**src/rtl/spi_resp_pkg.sv**
```systemverilog
// Shared definitions for the SPI register responder: FSM states,
// command-byte field positions and the synchroniser depth.
package spi_resp_pkg;

    typedef enum logic [2:0] {
        IDLE,
        CMD,
        WR_DATA,
        RD_DATA,
        DRAIN
    } state_t;

    // Command byte is {rw, addr[6:0]}; rw=1 selects a read.
    localparam int RW_BIT      = 7;
    localparam int CMD_BITS    = 8;

    // Flops in each asynchronous-input synchroniser.
    localparam int SYNC_STAGES = 2;

endpackage

```
**src/rtl/spi_resp_sync.sv**
```systemverilog
// Multi-flop synchroniser for one asynchronous input bit.
// RESET_VAL is the value the chain holds while reset is applied.
module spi_resp_sync #(
    parameter logic RESET_VAL = 1'b0
) (
    input  logic clk,
    input  logic rst_n,
    input  logic d,
    output logic q
);
    import spi_resp_pkg::*;

    logic [SYNC_STAGES-1:0] chain;

    // Shift the asynchronous bit through the synchroniser chain.
    // NOTE: sequential state uses non-blocking assignments so every flop samples the pre-edge value.
    always_ff @(posedge clk) begin
        if (!rst_n) begin
            chain <= {SYNC_STAGES{RESET_VAL}};
        end else begin
            chain <= {chain[SYNC_STAGES-2:0], d};
        end
    end

    assign q = chain[SYNC_STAGES-1];

endmodule

```
**src/rtl/spi_reg_responder.sv**
```systemverilog
// SPI (mode 0) register-access responder running entirely on iCLK.
// A frame is a command byte {rw, addr} followed by one DATA_W-bit word,
// MSB first. Define SPI_RESP_BURST_EN to allow several words per frame
// with an auto-incrementing register address.
module spi_reg_responder #(
    parameter int ADDR_W = 7,
    parameter int DATA_W = 32
) (
    input  logic              iCLK,
    input  logic              iRESETn,
    input  logic              iSCK,
    input  logic              iCSn,
    input  logic              iMOSI,
    output logic              oMISO,
    output logic              oMISO_OE,
    output logic [ADDR_W-1:0] oREG_ADDR,
    output logic [DATA_W-1:0] oREG_WRDATA,
    output logic              oREG_WRITE,
    output logic              oREG_READ,
    input  logic [DATA_W-1:0] iREG_RDDATA
);
    import spi_resp_pkg::*;

`ifdef SPI_RESP_BURST_EN
    localparam bit BURST = 1'b1;
`else
    localparam bit BURST = 1'b0;
`endif

    localparam int              CNT_W     = $clog2(DATA_W);
    localparam logic [CNT_W-1:0] CMD_LAST  = CNT_W'(CMD_BITS - 1);
    localparam logic [CNT_W-1:0] DATA_LAST = CNT_W'(DATA_W - 1);

    logic sck_s, cs_s, mosi_s;
    logic sck_prev, cs_prev, cs_armed;
    logic sck_rise, sck_fall, cs_rise, cs_fall;

    state_t state, next_state;
    logic              cmd_done, word_done;
    logic [CNT_W-1:0]  bit_cnt;
    logic [DATA_W-2:0] rx;
    logic [DATA_W-1:0] tx;
    logic [7:0]        cmd_byte;
    logic              read_pend;

    // The CS chain resets to "selected" so that a host already holding
    // iCSn low across reset never produces a falling edge; the frame in
    // flight is therefore ignored until CS is released and asserted again.
    spi_resp_sync #(.RESET_VAL(1'b0)) u_sync_sck  (.clk(iCLK), .rst_n(iRESETn), .d(iSCK),  .q(sck_s));
    spi_resp_sync #(.RESET_VAL(1'b0)) u_sync_cs   (.clk(iCLK), .rst_n(iRESETn), .d(iCSn),  .q(cs_s));
    spi_resp_sync #(.RESET_VAL(1'b0)) u_sync_mosi (.clk(iCLK), .rst_n(iRESETn), .d(iMOSI), .q(mosi_s));

    // Delayed copies of the synchronised SCK and CS for edge detection.
    always_ff @(posedge iCLK) begin
        if (!iRESETn) begin
            sck_prev <= 1'b0;
            cs_prev  <= 1'b0;
        end else begin
            sck_prev <= sck_s;
            cs_prev  <= cs_s;
        end
    end

    assign sck_rise = sck_s & ~sck_prev;
    assign sck_fall = ~sck_s & sck_prev;
    assign cs_rise  = cs_s & ~cs_prev;
    assign cs_fall  = ~cs_s & cs_prev;
    assign cmd_byte = {rx[CMD_BITS-2:0], mosi_s};

    // FSM state register.
    always_ff @(posedge iCLK) begin
        if (!iRESETn) begin
            state <= IDLE;
        end else begin
            state <= next_state;
        end
    end

    // Next-state decode plus command/word completion flags.
    // NOTE: every always_comb output gets a default first so no path can infer a latch.
    always_comb begin
        next_state = state;
        cmd_done   = 1'b0;
        word_done  = 1'b0;
        if (cs_rise) begin
            next_state = IDLE;
        end else begin
            unique case (state)
                IDLE: begin
                    if (cs_fall) next_state = CMD;
                end
                CMD: begin
                    if (sck_rise && bit_cnt == CMD_LAST) begin
                        cmd_done   = 1'b1;
                        next_state = cmd_byte[RW_BIT] ? RD_DATA : WR_DATA;
                    end
                end
                WR_DATA, RD_DATA: begin
                    if (sck_rise && bit_cnt == DATA_LAST) begin
                        word_done  = 1'b1;
                        next_state = BURST ? state : DRAIN;
                    end
                end
                DRAIN: begin
                    next_state = DRAIN;
                end
                default: next_state = IDLE;
            endcase
        end
    end

    // Shift registers, bit counter, register-bus strobes and MISO.
    always_ff @(posedge iCLK) begin
        if (!iRESETn) begin
            bit_cnt     <= '0;
            rx          <= '0;
            tx          <= '0;
            read_pend   <= 1'b0;
            cs_armed    <= 1'b0;
            oMISO       <= 1'b0;
            oMISO_OE    <= 1'b0;
            oREG_ADDR   <= '0;
            oREG_WRDATA <= '0;
            oREG_WRITE  <= 1'b0;
            oREG_READ   <= 1'b0;
        end else begin
            oREG_WRITE <= 1'b0;
            oREG_READ  <= 1'b0;
            read_pend  <= oREG_READ;
            cs_armed   <= cs_armed | cs_s;
            oMISO_OE   <= ~cs_s & cs_armed;

            if (sck_rise && (state == CMD || state == WR_DATA || state == RD_DATA)) begin
                bit_cnt <= bit_cnt + 1'b1;
                rx      <= {rx[DATA_W-3:0], mosi_s};
            end
            if ((state == IDLE && cs_fall) || cs_rise) begin
                bit_cnt <= '0;
            end

            if (cmd_done) begin
                bit_cnt   <= '0;
                oREG_ADDR <= cmd_byte[ADDR_W-1:0];
                oREG_READ <= cmd_byte[RW_BIT];
            end

            if (word_done) begin
                bit_cnt <= '0;
                if (state == WR_DATA) begin
                    oREG_WRITE  <= 1'b1;
                    oREG_WRDATA <= {rx, mosi_s};
                end else if (BURST) begin
                    // Next read goes out at once so its data is ready before the next falling edge.
                    oREG_READ <= 1'b1;
                    oREG_ADDR <= oREG_ADDR + 1'b1;
                end
            end

            // Burst writes advance the address only after the strobe has used it.
            if (BURST && oREG_WRITE) begin
                oREG_ADDR <= oREG_ADDR + 1'b1;
            end

            if (read_pend) begin
                tx <= iREG_RDDATA;
            end else if (state == RD_DATA && sck_fall) begin
                oMISO <= tx[DATA_W-1];
                tx    <= {tx[DATA_W-2:0], 1'b0};
            end
            if (state != RD_DATA) begin
                oMISO <= 1'b0;
            end
        end
    end

endmodule

```
**config.mk**
```make
export PLATFORM = sky130hd
export DESIGN_NAME = spi_reg_responder
export DESIGN_NICKNAME = d
export VERILOG_FILES = /design/src/rtl/spi_resp_pkg.sv /design/src/rtl/spi_resp_sync.sv /design/src/rtl/spi_reg_responder.sv
export SDC_FILE = /design/constraint.sdc
export NUM_CORES = 1
export LEC_CHECK = 0
export ABC_AREA = 1
export CORE_MARGIN = 2
export CORE_UTILIZATION = 48
export CTS_CLUSTER_SIZE = 40
export DETAILED_ROUTE_END_ITERATION = 10
export PLACE_DENSITY = 0.76
export SYNTH_ARGS = -nofsm -noshare
export SYNTH_HDL_FRONTEND = slang
export SYNTH_SLANG_ARGS = --single-unit
```
**constraint.sdc**
```tcl
create_clock -name iCLK -period 1.6 [get_ports iCLK]
set_input_delay 0.24 -clock iCLK [delete_from_list [all_inputs] [get_ports iCLK]]
set_output_delay 0.24 -clock iCLK [all_outputs]
set_load 0.01 [all_outputs]
```
==> After elaboration in Yosys (flattened, before gate mapping) <==
Index checks and enable logic that the tools add are counted.
{ "word_totals": {"register_bits": 124, "in_bits": 37, "out_inout_bits": 43, "wordCells": 73} }
{ "op_classes": {"n_addsub": 1, "n_eq_ne": 10, "mux": 14, "n_bitwise": 12, "reduce_logical": 19} }
{ "op_table": {"columns": ["operator", "n"], "rows": [
  ["$mux W32", 2],
  ["$pmux W3 S4", 1],
  ["$mux W3", 3],
  ["$mux W1", 8],
  ["$reduce_and A2 Y1", 4],
  ["$eq A3 B2 Y1 const B", 2],
  ["$ne A2 B2 Y1 const B", 3],
  ["$not A1 Y1", 6],
  ["$reduce_or A2 Y1", 3],
  ["$add A5 B1 Y5 const B", 1],
  ["$and A1 B1 Y1", 5],
  ["$eq A5 B3 Y1 const B", 1],
  ["$eq A5 B5 Y1 const B", 1],
  ["$logic_and A1 B1 Y1", 5],
  ["$reduce_or A4 Y1", 1],
  ["$eq A3 B1 Y1 const B", 1],
  ["$eq A3 B3 Y1 const B", 1],
  ["$logic_not A3 Y1", 1],
  ["$logic_or A1 B1 Y1", 3],
  ["$ne A3 B2 Y1 const B", 1],
  ["$reduce_and A3 Y1", 1],
  ["$reduce_bool A2 Y1", 1],
  ["$or A1 B1 Y1", 1]
]} }

==> Logic depth before layout (Yosys ltp) <==
Gate-level depths: netlist (run 1).
{ "depth": {"word_depth": 7, "depth_mapped": 11, "ltp_nobuf": 11} }

==> Modules after synthesis <==
From an unflattened synthesis (run 1), not the netlist that was laid out.
{ "hier_totals": {"cells_unflattened": 674, "area_unflattened_um2": 4926.0} }
{ "modules_own_cells": {"columns": ["mod", "n_inst", "cells_each", "area_per_inst_um2", "seq_area_each_um2"], "rows": [
  ["spi_reg_responder", 1, 656, 4760.8, 2362.3],
  ["spi_resp_sync", 3, 6, 55.1, 40.0]
]} }

==> Worst setup path before layout (run 1) <==
Ideal clock, no wire load.
{ "synth_path": {"path_kind": "register to register", "from": "register bit_cnt[0]", "to": "register oREG_WRDATA[10]", "setup_ns": 0.113, "t_arrival_ns": 1.496, "required_ns": 1.487, "path_slack_ns": -0.009, "stages_incl_launch_ff": 11, "n_path_buf": 1, "synth_period_minus_slack_ns": 1.609, "path_cell_list": "dfxtp_1 > ha_1 > nand2_1 > nor2_1 > ha_1 > nand3_1 > nor2_4 > nand2_2 > buf_2 > o21ai_1 > nor2_1"} }
{ "synth_between": {"elab_chain_cells": 6} }
{ "synth_rtl": {"columns": ["element", "line_no", "rtl"], "rows": [
  ["start, declared", "spi_reg_responder.sv:40", "logic [CNT_W-1:0] bit_cnt;"],
  ["start signal, assigned", "spi_reg_responder.sv:134", "bit_cnt <= bit_cnt + 1'b1;"],
  ["$eq A5 B5 Y1", "spi_reg_responder.sv:99", "if (sck_rise && bit_cnt == DATA_LAST) begin"],
  ["$logic_and A1 B1 Y1", "spi_reg_responder.sv:99", null],
  ["$mux W1", "spi_reg_responder.sv:99", null],
  ["$mux W1", "spi_reg_responder.sv:88", "unique case (state)"],
  ["$mux W1", "spi_reg_responder.sv:85", "if (cs_rise) begin"],
  ["$reduce_and A2 Y1 (no source line)", null, null],
  ["end signal, assigned", "spi_reg_responder.sv:151", "oREG_WRDATA <= {rx, mosi_s};"],
  ["end, declared", "spi_reg_responder.sv:17", "output logic [DATA_W-1:0] oREG_WRDATA,"]
]} }
Every way passes these cells.
A chain may end at the register's enable or synchronous reset.

==> Final worst setup path (run 1) <==
{ "layout_path": {"from": "register bit_cnt[0]", "to": "register oREG_WRDATA[3]"} }
The elaborated chain is that of the path after synthesis.

==> results of run 1 <==
==> worst min path at each step <==
stage / from / endpoint / slack, ns / depth (start not counted)
CTS: iRESETn / u_sync_sck.chain[0] / 0.05 / 3
global route: iRESETn / u_sync_cs.chain[1] / 0.07 / 3
floorplan: iCSn / u_sync_cs.chain[0] / 0.34 / 2
detailed placement: u_sync_mosi.chain[0] / u_sync_mosi.chain[1] / 0.40 / 2
global placement: u_sync_mosi.chain[0] / u_sync_mosi.chain[1] / 0.40 / 2
finish: iRESETn / u_sync_sck.chain[1] / 0.06 / 3
==> sequential cells by signal (all words and copies together), names as in the netlist, 2 cells and up <==
| name | cells |
|---|---|
| bit_cnt | 5 |
| oREG_ADDR | 7 |
| oREG_WRDATA | 32 |
| rx | 31 |
| state | 3 |
| tx | 32 |
| u_sync_cs.chain | 2 |
| u_sync_mosi.chain | 2 |
| u_sync_sck.chain | 2 |
==> final cells by class <==
class | instances | area, um2
Multi-Input combinational cell | 470 | 2150
Clock buffer | 18 | 418
Timing Repair Buffer | 104 | 1020
Sequential cell | 124 | 2490
Tap cell | 136 | 170
Fill cell | 831 | 3590
Clock inverter | 14 | 146
Inverter | 41 | 159
==> cells by family after synthesis <==
family,after synthesis,share of synthesized area
flip-flops,124,0.503
adder cells (fa/ha/maj),2,0.00507
buffers and inverters,81,0.0761
AO/OA/AOI/OAI,117,0.120
AND/OR/NAND/NOR,349,0.292
XOR/XNOR,2,0.00355
==> cells in the final DEF (no fill, tap or decap), types with 2 or more instances in the layout <==
| cell | synthesis | layout |
|---|---|---|
| buf_6 | 6 | 3 |
| nand2_1 | 159 | 158 |
| buf_12 | 0 | 4 |
| buf_4 | 2 | 16 |
| o21ai_0 | 41 | 37 |
| clkinvlp_4 | 0 | 3 |
| nand2_2 | 3 | 3 |
| inv_6 | 0 | 3 |
| inv_1 | 35 | 35 |
| nand3_1 | 45 | 44 |
| inv_2 | 5 | 5 |
| o21ai_1 | 30 | 26 |
| o21ai_2 | 0 | 8 |
| dfxtp_2 | 0 | 3 |
| bufinv_16 | 0 | 2 |
| clkdlybuf4s50_1 | 0 | 35 |
| a21oi_1 | 44 | 44 |
| nand3_2 | 3 | 3 |
| clkinv_4 | 0 | 3 |
| clkbuf_16 | 0 | 18 |
| dlygate4sd2_1 | 0 | 43 |
| nor2_2 | 2 | 7 |
| nor2_4 | 2 | 2 |
| dfxtp_1 | 124 | 121 |
| nor3_1 | 3 | 3 |
| clkinv_2 | 1 | 4 |
| nor2_1 | 129 | 124 |
==> critical path, delay by kind of cell (launching register included) <==
| kind | cells | cell delay, ns |
|---|---|---|
| and+or+nand+nor | 6 | 0.52 |
| adders and majority gates | 2 | 0.33 |
| buffers and inverters | 1 | 0.20 |
| DFF | 1 | 0.35 |
| AOI/OAI and AO/OA | 1 | 0.12 |
==> power by group <==
part	switching, uW	internal [uW]
sequential	25.1	3120
clock	1380	2220
combinational	148	141
==> metrics by stage <==
| step | area (um2) | setup TNS, ns |
|---|---|---|
| global placement | 5900 | -0.883 |
| CTS | 6430 | -0.254 |
| global route | 6550 | -3.55 |
| floorplan | 4940 | 0 |
| detailed placement | 5900 | -1.57 |
| finish | 6550 | -0.274 |
==> metal layers <==
metal | part of all wire | up-vias | routed length (um) | track usage
li1 | - | 2313 | - | -
met1 | 0.45 | 2044 | 5090 | 0.247
met5 | 0 | - | 0 | 0
met4 | 0.0055 | 0 | 63 | 0.0714
met3 | 0.055 | 8 | 632 | 0.0618
met2 | 0.49 | 113 | 5640 | 0.349
==> timing repair <==
item                       4_1_cts  5_1_grt
hold endpoints to repair         0        0
cloned                           0        2
pin swaps                        0        3
gates resized for setup         53       20
setup endpoints to repair       75       65
hold buffers                     0        0
==> impl_metrics.env, run 1 <==
export IMPL_p_total_uw=7030
export IMPL_max_freq_mhz=611
export IMPL_syn_inst=675
export IMPL_die_area_um2=11100
export IMPL_synth_area_um2=4930
export IMPL_yosysSeqAreaShare=0.503
export IMPL_worstMarginPinSlew_ns=0.361
export IMPL_status="finished, violations left"
export IMPL_antenna_found_initial=0
export IMPL_clk_pin_slew_ns=0.06
export IMPL_cts_tree="built"
export IMPL_drc=0
export IMPL_drt_iter0_drc=210
export IMPL_failed_checks="setup timing"
export IMPL_slowest_delay_ns=0.35
export IMPL_totalWireLength_um=11400
export IMPL_grt_max_degree=74
export IMPL_grt_pass1_vias=4220
export IMPL_diodes=0
export IMPL_synth_warnings=0
export IMPL_drive_gt1_frac=0.123
export IMPL_globalRoute_totalOverflow=0
export IMPL_hold_viol=0
export IMPL_first_pass_iters=5
export IMPL_grt_first_pass_wirelength_um=18800
export IMPL_post_route_worst_setup_slack_ns=-0.0377
export IMPL_finalWorstPathRequiredPeriod_ns=1.64
export IMPL_async_reset_ff_frac=0
export IMPL_synth_most_common_cell="nand2_1"
export IMPL_clkLatencyLatePin_ns=0.52
export IMPL_dp_hpwl_um=7170
export IMPL_cts_buffers=17
export IMPL_cts_max_level=4
export IMPL_syn_avg_cell_area_um2=7.31
export IMPL_io_pins=80
export IMPL_whs_ns=0.0641
export IMPL_routed_via_density=4.94
export IMPL_cp_endpoint="oREG_WRDATA[3]"
export IMPL_r2r_end="oREG_WRDATA[3]"
export IMPL_p_per_area_nw_per_um2=1070
export IMPL_cp_end_kind="flip-flop"
export IMPL_place_ws_ns=-0.0878
export IMPL_slew_headroom=0.759
export IMPL_post_cts_buffers=0
export IMPL_clkSinkCount=124
export IMPL_cp_cell_sequence="ha_4, nand2_2, nor2_1, ha_2, nand3_4, nor2_4, nand2_4, clkbuf_16, o21ai_1, nor2_1"
export IMPL_irDropWorstVdd_mv=0.707
export IMPL_setup_worst_path_start="bit_cnt[0]"
export IMPL_place_inst=873
export IMPL_synthTopCellsByArea="dfxtp_1, nand2_1, nor2_1, nand3_1, a21oi_1"
export IMPL_die_x_um=105
export IMPL_cpMostUsedCell="nor2_1"
export IMPL_synth_top_cell_area_share=0.503
export IMPL_place_congestion=0.795
export IMPL_place_port_buffers=79
export IMPL_root_buffer="clkbuf_8"
export IMPL_cp_arrival_ns=2.03
export IMPL_clock_path_buffers=2
export IMPL_worstPathMaxFanout=11
export IMPL_finalCoreUtilization=0.646
export IMPL_slew_violations=0
export IMPL_r2r_start="bit_cnt[0]"
export IMPL_layout_nets=797
export IMPL_ant_nets=0
export IMPL_yosysTopAreaCell="dfxtp_1"
export IMPL_setup_viol=23
export IMPL_post_route_period_util=1.02
export IMPL_synth_nets=714
export IMPL_path_class="flip-flop to flip-flop"
export IMPL_cp_slowest_cell="dfxtp_2"
export IMPL_route_detailed_wl_per_inst_um=12.6
export IMPL_synthDistinctLibCells=29
export IMPL_rsz0062_at_grt="true"
export IMPL_r2r_slack_ns=-0.04
export IMPL_synthTopCellsByCount="nand2_1, nor2_1, dfxtp_1, nand3_1, a21oi_1"
export IMPL_skew_ns=0.0211
export IMPL_r2r_cells=10
export IMPL_hold_class="input pin to flip-flop"
export IMPL_start_util=0.487
export IMPL_instances_no_fill=907
export IMPL_area_growth_pct=32.7
export IMPL_crit_required_ns=1.99
export IMPL_cap_violations=0
export IMPL_core_area_um2=10100
export IMPL_critPathLaunchType="flip-flop"
export IMPL_synth_seq_cells=124
export IMPL_die_h_um=105
export IMPL_track_usage=0.206
export IMPL_p_leak_uw=0.00280
export IMPL_rows=37
export IMPL_ys_flop_type="dfxtp_1"
export IMPL_synth_edff_count=0
export IMPL_num_vias=4478
Power figures use the tool's default switching activity.
==> run 2, diff against run 1 <==
Settings changed: GPL_ROUTABILITY_DRIVEN set to 0.
==> results of run 2 <==
Final layout, timing and power as in run 1 (identical DEF).
